## config.mk

```make
export PLATFORM = sky130hd
export DESIGN_NAME = rr_req_arbiter
export DESIGN_NICKNAME = d
export VERILOG_FILES = /design/src/rtl/arb_pkg.sv /design/src/rtl/rr_pick.sv /design/src/rtl/rr_req_arbiter.sv
export SDC_FILE = /design/constraint.sdc
export NUM_CORES = 1
export LEC_CHECK = 0
export CAP_MARGIN = 30
export CORE_MARGIN = 2
export CORE_UTILIZATION = 50
export CTS_CLUSTER_DIAMETER = 80
export CTS_CLUSTER_SIZE = 28
export DETAILED_ROUTE_END_ITERATION = 10
export DONT_BUFFER_PORTS = 1
export PLACE_DENSITY = 0.69
export SLEW_MARGIN = 0
export SYNTH_ARGS = -nofsm -noshare
export SYNTH_HDL_FRONTEND = slang
export SYNTH_HIERARCHICAL = 1
export SYNTH_SLANG_ARGS = --single-unit
```

## constraint.sdc

```tcl
create_clock -name clk -period 3 [get_ports clk]
set_input_delay 0.9 -clock clk [delete_from_list [all_inputs] [get_ports clk]]
set_output_delay 0.9 -clock clk [all_outputs]
set_load 0.03 [all_outputs]
```

## src/rtl/arb_pkg.sv

```systemverilog
// Shared types and defaults for the round-robin request arbiter.
// Holds the FSM encoding and a one-hot to index helper used by RTL and bench.
package arb_pkg;

    typedef enum logic {
        IDLE  = 1'b0,
        GRANT = 1'b1
    } arb_state_t;

    localparam int ARB_N        = 4;
    localparam int ARB_MAX_HOLD = 8;

    // Lowest set bit wins; an all-zero vector maps to index 0.
    function automatic int onehot_to_idx(input logic [31:0] oh);
        int idx;
        idx = 0;
        for (int i = 31; i >= 0; i--) begin
            if (oh[i]) begin
                idx = i;
            end
        end
        return idx;
    endfunction

endpackage

```

## src/rtl/rr_pick.sv

```systemverilog
// Combinational rotating search: first request at or after start, skipping excl.
// Latency 0; no flow control, pure function of its inputs.
module rr_pick #(
    parameter int N    = 4,
    parameter int IDXW = $clog2(N)
) (
    input  logic [N-1:0]    req,
    input  logic [IDXW-1:0] start,
    input  logic [N-1:0]    excl,
    output logic [N-1:0]    pick,
    output logic            found
);

    logic [N-1:0]    cand;
    logic [IDXW-1:0] j;

    assign cand = req & ~excl;

    always_comb begin
        pick  = '0;
        found = 1'b0;
        j     = '0;
        for (int i = 0; i < N; i++) begin
            j = IDXW'((int'(start) + i) % N);
            if (!found && cand[j]) begin
                pick[j] = 1'b1;
                found   = 1'b1;
            end
        end
    end

endmodule

```

## src/rtl/rr_req_arbiter.sv

```systemverilog
// Round-robin arbiter with max-hold preemption, registered one-hot grant plus index.
// Latency 1 cycle req->gnt; no backpressure, requesters hold req level until served.
module rr_req_arbiter
    import arb_pkg::*;
#(
    parameter int N        = ARB_N,
    parameter int IDXW     = $clog2(N),
    parameter int MAX_HOLD = ARB_MAX_HOLD
) (
    input  logic            clk,
    input  logic            rst_n,
    input  logic [N-1:0]    req,
    output logic [N-1:0]    gnt,
    output logic            gnt_valid,
    output logic [IDXW-1:0] gnt_idx
);

    localparam int              HW       = $clog2(MAX_HOLD + 1);
    localparam logic [HW-1:0]   HOLD_MAX = HW'(MAX_HOLD);
    localparam logic [IDXW-1:0] LAST_IDX = IDXW'(N - 1);

    arb_state_t      state;
    logic [IDXW-1:0] ptr;
    logic [HW-1:0]   hold_cnt;

    logic [IDXW-1:0] nxt_ptr;
    logic [IDXW-1:0] pick_start;
    logic [N-1:0]    excl;
    logic [N-1:0]    pick;
    logic            found;
    logic [IDXW-1:0] pick_idx;
    logic            own_req;

    // While granted, the search starts just past the owner and never re-picks it.
    always_comb begin
        nxt_ptr    = (gnt_idx == LAST_IDX) ? '0 : gnt_idx + 1'b1;
        pick_start = (state == GRANT) ? nxt_ptr : ptr;
        excl       = (state == GRANT) ? gnt : '0;
        own_req    = |(req & gnt);
        pick_idx   = IDXW'(onehot_to_idx(32'(pick)));
    end

    rr_pick #(
        .N    (N),
        .IDXW (IDXW)
    ) u_pick (
        .req   (req),
        .start (pick_start),
        .excl  (excl),
        .pick  (pick),
        .found (found)
    );

    always_ff @(posedge clk or negedge rst_n) begin
        if (!rst_n) begin
            state     <= IDLE;
            gnt       <= '0;
            gnt_valid <= 1'b0;
            gnt_idx   <= '0;
            ptr       <= '0;
            hold_cnt  <= '0;
        end else begin
            unique case (state)
                IDLE: begin
                    if (found) begin
                        gnt       <= pick;
                        gnt_valid <= 1'b1;
                        gnt_idx   <= pick_idx;
                        hold_cnt  <= HW'(1);
                        state     <= GRANT;
                    end
                end
                GRANT: begin
                    if (!own_req) begin
                        ptr <= nxt_ptr;
                        if (found) begin
                            gnt      <= pick;
                            gnt_idx  <= pick_idx;
                            hold_cnt <= HW'(1);
                        end else begin
                            gnt       <= '0;
                            gnt_valid <= 1'b0;
                            gnt_idx   <= '0;
                            hold_cnt  <= '0;
                            state     <= IDLE;
                        end
                    end else if (hold_cnt != HOLD_MAX) begin
                        hold_cnt <= hold_cnt + 1'b1;
                    end else if (found) begin
                        // Hold budget spent and someone else waits: hand over.
                        ptr      <= nxt_ptr;
                        gnt      <= pick;
                        gnt_idx  <= pick_idx;
                        hold_cnt <= HW'(1);
                    end
                end
                default: begin
                    state <= IDLE;
                end
            endcase
        end
    end

endmodule
```

==> metrics.yaml <==
dp_cells: 188
synth.most_common_cell: "nor2_1"
worstPathRequired_ns: 3.22
synth_area_leaders: "dfrtp_1, ha_1, nor2_1"
status: "finished with violations"
critPathArrivalTime_ns: 3.32
cts_tree: "yes"
seqCellArea_sq_um: 353
grt_max_degree: 15
antenna_found_initial: 0
clk_latency_ns: 0.29
rows: 18
synth_ff_type: "dfrtp_1"
skew_ns: 0.00163
hp-class: "input pin to asynchronous set/reset pin"
cts_max_level: 1
r2r_setup_slack_ns: -0.10
nFillCells: 193
seq_area_frac_synth_pct: 26.4
via_per_inst: 5.97
whs_ns: 0.292
drt_pass1_iterations: 7
die_x_um: 55.5
cp-start-kind: "flip-flop"
finalSetupViolCount: 3
drtAntennaViolNets: 0
synth_common_cells: "nor2_1, inv_1, dfrtp_1"
max_slew_margin_pct: 71.0
hold_viol_final: 0
yosys_warnings: 6
fin_crit_ns: 3.10
grt-ovfl-total: 0
tightest_slew_ns: 0.433
grt_pass1_wl_mm: 5.26
io_buffers: 0
gp_congestion: 0.910
synth-edff-count: 0
synth_cells: 148
cts.sinks: 14
holdBufCountCts: 0
avgRoutedWirePerCell_um: 16.2
clock_path_buffers: 2
initial_core_util_pct: 53.1
yosysTopAreaCell: "dfrtp_1"
syn-cell-area_sq_um: 1330
dieArea_sq_um: 3080
instances_no_fill: 205
grt_pass1_vias: 1169
place_hpwl_mm: 2.34
violations: "design-rule violations, negative setup slack"
final_area_sq_um: 1680
yosys_register_bits: 14
nets: 192
post-route-period-util_pct: 103
synth_top_area_share_pct: 26.4
critPathMaxFanout: 5
diodes: 0
ys_types: 46
async_flop_share_pct: 100
io_pins: 13
crit_type: "flip-flop to flip-flop"
area_delta_synth_final_pct: 27.0
cts_root_buf: "clkbuf_4"
crit_path_cell_trace: "buf_4 > nor2_4 > mux2_4 > clkinvlp_4 > ha_4 > mux4_2 > nor3_4 > a221o_1 > buf_4 > buf_6 > nand2b_4 > a211oi_2 > o22ai_1 > a21oi_1"
timing.fmax_mhz: 323
max_stage_delay_ns: 0.56
core_area_sq_um: 2500
place_area_sq_um: 1480
drt_wl_total_mm: 3.32
end_kind: "flip-flop"
rsz0062_at_grt: "true"
route.detailed.drc: 1
vias: 1223
drtIter0Drc: 39
avgSynthCellArea_sq_um: 8.96
cts_buffers: 3
syn_nets: 164
drive_gt1_share_pct: 42.9
crit_path_top_delay_cell: "mux4_2"
setup_slack_ns: -0.100
utilization_pct: 67.4
multi_input_area_sq_um: 983
clkTransAtPathRegs_ns: 0.09
die_h_um: 55.5
drv_cap: 0
grt_use_total_pct: 20.8
final-max-slew-violation-count: 0
path_common_cell: "buf_4"
[per-stage QoR]
step                      worst slack, ns  TNS (ns)
after floorplan                   -0.0522   -0.0713
after global placement             0.0760         0
after detailed placement           0.0221         0
final                              -0.100    -0.189
after global routing               -0.209    -0.744
after CTS                         0.00213         0
[sequential cells by signal, summed over array words and instances, names as in the netlist]
signal	cells
gnt	4
hold_cnt	4
gnt_idx	2
ptr	2
gnt_valid	1
state	1
[layout make-up]
cell class / instances / area share (%)
Clock buffer: 4 / 2.15
Multi-Input combinational cell: 113 / 58.4
Inverter: 17 / 4.01
Timing Repair Buffer: 27 / 12.3
Tap cell: 30 / 2.23
Sequential cell: 14 / 21.0
[per-layer routing]
metal  track usage [%]  vias to the layer above  wire length (um)
met5                 0                        -                 0
met4              3.48                        0                 9
met3              4.68                        2               137
met2              32.8                       24              1640
met1              29.4                      599              1530
li1                  -                      598                 -
[cell families after synthesis]
group / share of synthesized area (%)
fa+ha+maj: 9.43
mux: 8.21
simple gates: 23.9
compound gates: 24.0
flops: 26.4
buf+inv: 8.11
[cell usage in the layout (no fill, tap or decap), types with 3 or more instances in the layout]
master and instances:
nor2_1 16, clkbuf_4 3, a221o_1 4, o21ai_1 4
ha_1 8, a22oi_1 4, a21oi_1 4, buf_4 26
nand2_1 6, nand2_2 3, nand3_1 6, a221oi_2 4
mux2_4 3, dfrtp_1 12, inv_1 14, nor3_1 6
[worst paths after layout]
| check | to | start | cells past startpoint |
|---|---|---|---|
| setup / recovery | gnt_idx[0] | gnt_idx[0] | 14 |
| hold / removal | gnt_idx[0] | rst_n | 0 |
| setup reg to reg | gnt_idx[0] | gnt_idx[0] | 14 |
| hold reg to reg | ptr[0] | ptr[0] | 1 |
| max in group asynchronous | gnt_idx[1] | rst_n | 0 |
| min in group clk | ptr[0] | ptr[0] | 1 |
[critical path: cells and delay by family, from the launching register on]
family                     cells  cell delay, ns
and+or+nand+nor                3            0.41
buffers and inverters          4            0.48
muxes                          2            0.73
AOI/OAI and AO/OA              4            0.66
adders and majority gates      1            0.30
DFF                            1            0.44
[what timing repair did]
item                       4_1_cts  5_1_grt
pin swaps                        0        9
buffers inserted                 1       12
setup endpoints to repair        1        6
cloned                           0        0
gates resized for setup          0       15
Power is not shown: default switching activity piles up to over one toggle a cycle in this logic, so the estimate is an artifact.
